**src/rtl/uart_tx_frame.sv**
```systemverilog
// UART frame transmitter: start, 8 data bits LSB-first, parity bit or CRC-8 byte, stop bit(s).
// Define UART_TX_BREAK_EN to add the break_i input and the TX_BREAK line-hold state.
module uart_tx_frame #(
    parameter bit          PARITY_ODD = 1'b0,
    parameter int unsigned STOP_BITS  = 1
) (
    input  logic       clk_i,
    input  logic       rst_ni,
    input  logic       trigger_i,
    input  logic       crc_en_i,
    input  logic [7:0] data_i,
    input  logic       data_valid_i,
`ifdef UART_TX_BREAK_EN
    input  logic       break_i,
`endif
    output logic       data_ready_o,
    output logic       tx_o,
    output logic       is_tx_idle_o,
    output logic       frame_done_o
);

    typedef enum logic [2:0] {
        TX_IDLE,
        TX_START,
        TX_DATA,
        TX_PARITY,
        TX_CRC,
        TX_STOP
`ifdef UART_TX_BREAK_EN
        , TX_BREAK
`endif
    } txState_t;

    localparam logic [1:0] STOP_LAST = 2'(STOP_BITS - 1);

    txState_t   r_state;
    logic [7:0] r_hold;
    logic       r_holdValid;
    logic [7:0] r_shift;
    logic [7:0] r_crc;
    logic       r_crcMode;
    logic       r_parity;
    logic [2:0] r_bitCnt;
    logic [1:0] r_stopCnt;
    logic       r_tx;
    logic       r_frameDone;

    logic       w_load;
    logic [7:0] w_crcNext;

    // A frame is loaded from the holding register either from idle or straight out of the last stop bit.
    always_comb begin
        w_load = 1'b0;
        if (trigger_i && r_holdValid) begin
            if (r_state == TX_IDLE) begin
                w_load = 1'b1;
            end else if (r_state == TX_STOP && r_stopCnt == STOP_LAST) begin
                w_load = 1'b1;
            end
        end
`ifdef UART_TX_BREAK_EN
        if (r_state == TX_IDLE && break_i) begin
            w_load = 1'b0;
        end
`endif
    end

    assign w_crcNext = {r_crc[6:0], 1'b0} ^ ((r_crc[7] ^ r_shift[0]) ? 8'h07 : 8'h00);

    always_ff @(posedge clk_i) begin
        if (!rst_ni) begin
            r_state     <= TX_IDLE;
            r_hold      <= 8'h00;
            r_holdValid <= 1'b0;
            r_shift     <= 8'h00;
            r_crc       <= 8'h00;
            r_crcMode   <= 1'b0;
            r_parity    <= 1'b0;
            r_bitCnt    <= 3'd0;
            r_stopCnt   <= 2'd0;
            r_tx        <= 1'b1;
            r_frameDone <= 1'b0;
        end else begin
            r_frameDone <= 1'b0;
            // Parity is captured at load because the shift register is empty by the parity slot.
            if (w_load) begin
                r_shift     <= r_hold;
                r_holdValid <= 1'b0;
                r_crcMode   <= crc_en_i;
                r_crc       <= 8'h00;
                r_bitCnt    <= 3'd0;
                r_parity    <= (^r_hold) ^ PARITY_ODD;
            end else if (data_valid_i && !r_holdValid) begin
                r_hold      <= data_i;
                r_holdValid <= 1'b1;
            end

            if (trigger_i) begin
                case (r_state)
                    TX_IDLE: begin
`ifdef UART_TX_BREAK_EN
                        if (break_i) begin
                            r_state <= TX_BREAK;
                            r_tx    <= 1'b0;
                        end else
`endif
                        if (w_load) begin
                            r_state <= TX_START;
                            r_tx    <= 1'b0;
                        end
                    end
                    TX_START: begin
                        r_state <= TX_DATA;
                        r_tx    <= r_shift[0];
                    end
                    TX_DATA: begin
                        r_shift <= r_shift >> 1;
                        r_crc   <= w_crcNext;
                        if (r_bitCnt == 3'd7) begin
                            r_bitCnt <= 3'd0;
                            if (r_crcMode) begin
                                r_state <= TX_CRC;
                                r_tx    <= w_crcNext[7];
                            end else begin
                                r_state <= TX_PARITY;
                                r_tx    <= r_parity;
                            end
                        end else begin
                            r_bitCnt <= r_bitCnt + 3'd1;
                            r_tx     <= r_shift[1];
                        end
                    end
                    TX_PARITY: begin
                        r_state   <= TX_STOP;
                        r_stopCnt <= 2'd0;
                        r_tx      <= 1'b1;
                    end
                    // CRC goes out MSB first; the bit after bit_cnt is crc[6 - bit_cnt].
                    TX_CRC: begin
                        if (r_bitCnt == 3'd7) begin
                            r_state   <= TX_STOP;
                            r_stopCnt <= 2'd0;
                            r_tx      <= 1'b1;
                        end else begin
                            r_bitCnt <= r_bitCnt + 3'd1;
                            r_tx     <= r_crc[3'd6 - r_bitCnt];
                        end
                    end
                    TX_STOP: begin
                        if (r_stopCnt == STOP_LAST) begin
                            r_frameDone <= 1'b1;
                            r_stopCnt   <= 2'd0;
                            if (w_load) begin
                                r_state <= TX_START;
                                r_tx    <= 1'b0;
                            end else begin
                                r_state <= TX_IDLE;
                                r_tx    <= 1'b1;
                            end
                        end else begin
                            r_stopCnt <= r_stopCnt + 2'd1;
                        end
                    end
`ifdef UART_TX_BREAK_EN
                    TX_BREAK: begin
                        if (!break_i) begin
                            r_state <= TX_IDLE;
                            r_tx    <= 1'b1;
                        end
                    end
`endif
                    default: begin
                        r_state <= TX_IDLE;
                        r_tx    <= 1'b1;
                    end
                endcase
            end
        end
    end

    assign data_ready_o = ~r_holdValid;
    assign tx_o         = r_tx;
    assign is_tx_idle_o = (r_state == TX_IDLE);
    assign frame_done_o = r_frameDone;

endmodule

```
**config.mk**
```make
export PLATFORM = sky130hd
export DESIGN_NAME = uart_tx_frame
export DESIGN_NICKNAME = d
export VERILOG_FILES = /design/src/rtl/uart_tx_frame.sv
export SDC_FILE = /design/constraint.sdc
export NUM_CORES = 1
export LEC_CHECK = 0
export CORE_MARGIN = 2
export CORE_UTILIZATION = 57
export CTS_CLUSTER_SIZE = 10
export DETAILED_ROUTE_END_ITERATION = 12
export GPL_ROUTABILITY_DRIVEN = 1
export PLACE_DENSITY = 0.81
export SLEW_MARGIN = 20
export SYNTH_ARGS = -nofsm -noshare
export SYNTH_HDL_FRONTEND = slang
export SYNTH_SLANG_ARGS = --single-unit
```
**constraint.sdc**
```tcl
create_clock -name clk_i -period 2.2 [get_ports clk_i]
set_clock_uncertainty 0.2 [all_clocks]
set_input_delay 0.33 -clock clk_i [delete_from_list [all_inputs] [get_ports clk_i]]
set_output_delay 0.33 -clock clk_i [all_outputs]
set_load 0.1 [all_outputs]
```
==> flow_metrics.tcl <==
set metrics [dict create \
    critical_path.top_delay_family "simple AND/OR/NAND/NOR gates" \
    initial_core_util_pct 59.39 \
    synth_top_area_cell "dfxtp_1" \
    maxCapViolCount 0 \
    hold_end "r_shift[7]" \
    final_common_cell "dfxtp_1" \
    ys_types 45 \
    seqPwrFrac_pct 50.6 \
    worst-path-buf-inv 0 \
    wl_mm 3.760 \
    die_w_um 62.97 \
    power.leakage_uw 0.0008296 \
    rows 21 \
    die_h_um 62.97 \
    critPathKind "flip-flop to flip-flop" \
    worstHoldStart "r_shift[7]" \
    clock_sinks 37 \
    first_pass_iters 4 \
    synth_top_area_share_pct 37.37 \
    layout-drive-gt1-share_pct 13.39 \
    p_clk_share_pct 28.8 \
    synth_top_cells_by_area "dfxtp_1, nand2_1, xnor2_1" \
    r2r-start "r_bitCnt[0]" \
    track_usage_pct 21.95 \
    cts_htree_levels 2 \
    ys_seq_area_share_pct 37.37 \
    synth_edf_count 0 \
    rr_worst_depth 6 \
    via_count 1638 \
    power.internal_uw 1018 \
    synth_area_um2 1982 \
    slowest_stage "dfxtp_1" \
    syn_area_per_cell_um2 8.927 \
    cts_buffers 5 \
    worstMarginPinSlew_ps 527.0 \
    antenna_found_initial 0 \
    overflow 0 \
    rsz0062_at_grt "false" \
    power_frac_comb_pct 20.6 \
    grt_max_degree 25 \
    grt_pass1_vias 1576 \
    min_period_over_period_pct 92.76 \
    cts_tree "done" \
    vdd_ir_drop_max_mv 0.4024 \
    core-area_um2 3337 \
    ant_nets 0 \
    clkTransAtPathRegs_ps 110 \
    insertion_delay_ps 350 \
    p_per_area_nw_per_um2 638.7 \
    slew_viol_final 0 \
    setup.worst_path.start_class "flip-flop" \
    setup.worst_path.end_class "flip-flop" \
    cts-root-buf "clkbuf_4" \
    synth_seq_cells 37 \
    r2r_slack_ps 160 \
    hold_depth 2 \
    yosysWarnings 0 \
    layout_common_cells "dfxtp_1, nand2_1, buf_4" \
    route.detailed.drc 0 \
    synth-main-ff-cell "dfxtp_1" \
    crit_top_cell "ha_1" \
    crit_chain "ha_1 > ha_1 > nor3b_1 > o21bai_1 > and3_1 > o21a_1" \
    total_power_uw 1450 \
    hold_viol_final 0 \
    holdCritPathClass "flip-flop to flip-flop" \
    viasPerCell 5.747 \
    period_needed_ps 2041 \
    swShare_pct 29.79 \
    die_area_um2 3965 \
    diodes 0 \
    slew_headroom_pct 64.82 \
    gp_congestion 0.8972 \
    worstPathMaxFanout 9 \
    cp.arrival_ps 2100 \
    synth-async-reset-ratio_pct 0 \
    fmax_mhz 490.0 \
    syn_nets 240 \
    port_buffers 16 \
    initialDrtViolationCount 104 \
    cts_setup_buffers 0 \
    setup_viol 0 \
    fillers 286 \
    routedWlPerCell_um 13.19 \
    setup_tns_ps 0 \
    clockBufferDepth 2 \
    timing.rr.end "r_bitCnt[2]" \
    final_nets 256 \
    syn_to_final_growth_pct 14.58 \
    status "complete, no violations" \
    cts_hold_buf 0 \
    synth_cells 222 \
    slowest_delay_ps 380 \
    ios 17 \
    switching_power_uw 432.1 \
    grt_first_pass_wirelength_mm 6.962 \
    hpwl_mm 2.673 \
    worstPathRequired_ps 2260 \
]
through the flow:
stage                     hold WS, ps  cell area [µm²]  std cells  worst slack [ps]  util [%]
after detailed placement        247.9             2201        277             59.45     65.95
after floorplan                 229.5             1993        222             216.9         -
after global routing            290.7             2271        285             2.494     68.05
final                           262.0             2271        285             159.3     68.05
after CTS                       263.8             2271        285             149.6     68.05
after global placement          237.4             2201        277             62.94     65.95
sequential cells by signal (all words and copies together) (netlist names), 2 cells and up:
| register | cells |
|---|---|
| r_shift | 8 |
| r_crc | 8 |
| r_state | 3 |
| r_hold | 8 |
| r_bitCnt | 3 |
| r_stopCnt | 2 |
repair_timing:
item | in CTS | in global routing
endpoints found under the hold margin | 0 | 0
endpoints found under the setup margin | 0 | 2
resized for setup | 0 | 1
power by group through the flow:
stage	sequential [µW]	combinational (µW)	clock, µW
after CTS	733	301	428
after global placement	748	297	0
after global routing	739	325	452
final	734	299	418
after detailed placement	748	300	0
after floorplan	748	218	0
worst reg2reg max path: stages, from the launching register on:
cell      delay (ps)
dfxtp_1          380
ha_1             230
ha_1             290
nor3b_1          320
o21bai_1         170
and3_1           210
o21a_1           160
how the worst max path moves through the flow:
stage | from | to | slack (ps) | cells past startpoint
after CTS | r_bitCnt[0] | r_bitCnt[2] | 150 | 6
after global routing | r_bitCnt[0] | r_bitCnt[2] | 2 | 6
final | r_bitCnt[0] | r_bitCnt[2] | 160 | 6
after floorplan | r_state[2] | is_tx_idle_o | 220 | 3
after detailed placement | trigger_i | r_crc[0] | 60 | 4
after global placement | trigger_i | r_crc[0] | 60 | 4
cells by family (layout without fill, tap and decap cells):
kind of cell	after synthesis	after routing	synth area share (%)
muxes	12	12	7.386
xor gates and xnor gates	11	11	4.861
adders and majority gates	5	5	3.157
AOI/OAI and AO/OA	55	55	20.39
buffers and inverters	25	42	6.124
and+or+nand+nor	77	77	20.71
DFF	37	37	37.37
Yosys cell counts, types with 2 or more instances:
master	count
nand2b_1	2
buf_2	4
o21bai_1	2
o21ai_0	14
ha_1	5
a21oi_1	7
a21boi_1	3
nor4_1	2
mux2i_1	9
mux4_2	2
nand3b_1	3
a32oi_1	2
a21o_1	2
xnor2_1	11
and3_1	2
dfxtp_1	37
a31oi_1	8
nor2b_1	13
nand2_1	29
and4_1	3
buf_4	2
o21a_1	3
nand3_1	8
clkbuf_1	10
inv_1	7
nor3_1	2
a21boi_0	6
nor2_1	6
buf_6	2
per-layer routing:
| metal | part of all wire, % | routed length, µm | track usage, % |
|---|---|---|---|
| met1 | 47 | 1761 | 27.23 |
| met2 | 48 | 1807 | 36.44 |
| met3 | 3.5 | 132 | 5.405 |
| met4 | 1.6 | 59 | 8.611 |
| met5 | 0 | 0 | 0 |
layout make-up:
cell class | count | area, µm² | area share [%]
clock buffer | 7 | 65.06 | 2.865
clock inverter | 1 | 5.005 | 0.2204
inverter | 7 | 26.28 | 1.157
multi-input combinational | 160 | 1131 | 49.81
sequential | 37 | 740.7 | 32.62
tap | 46 | 57.56 | 2.534
timing repair buffer | 27 | 245.2 | 10.80
Power figures use the tool's default switching activity.
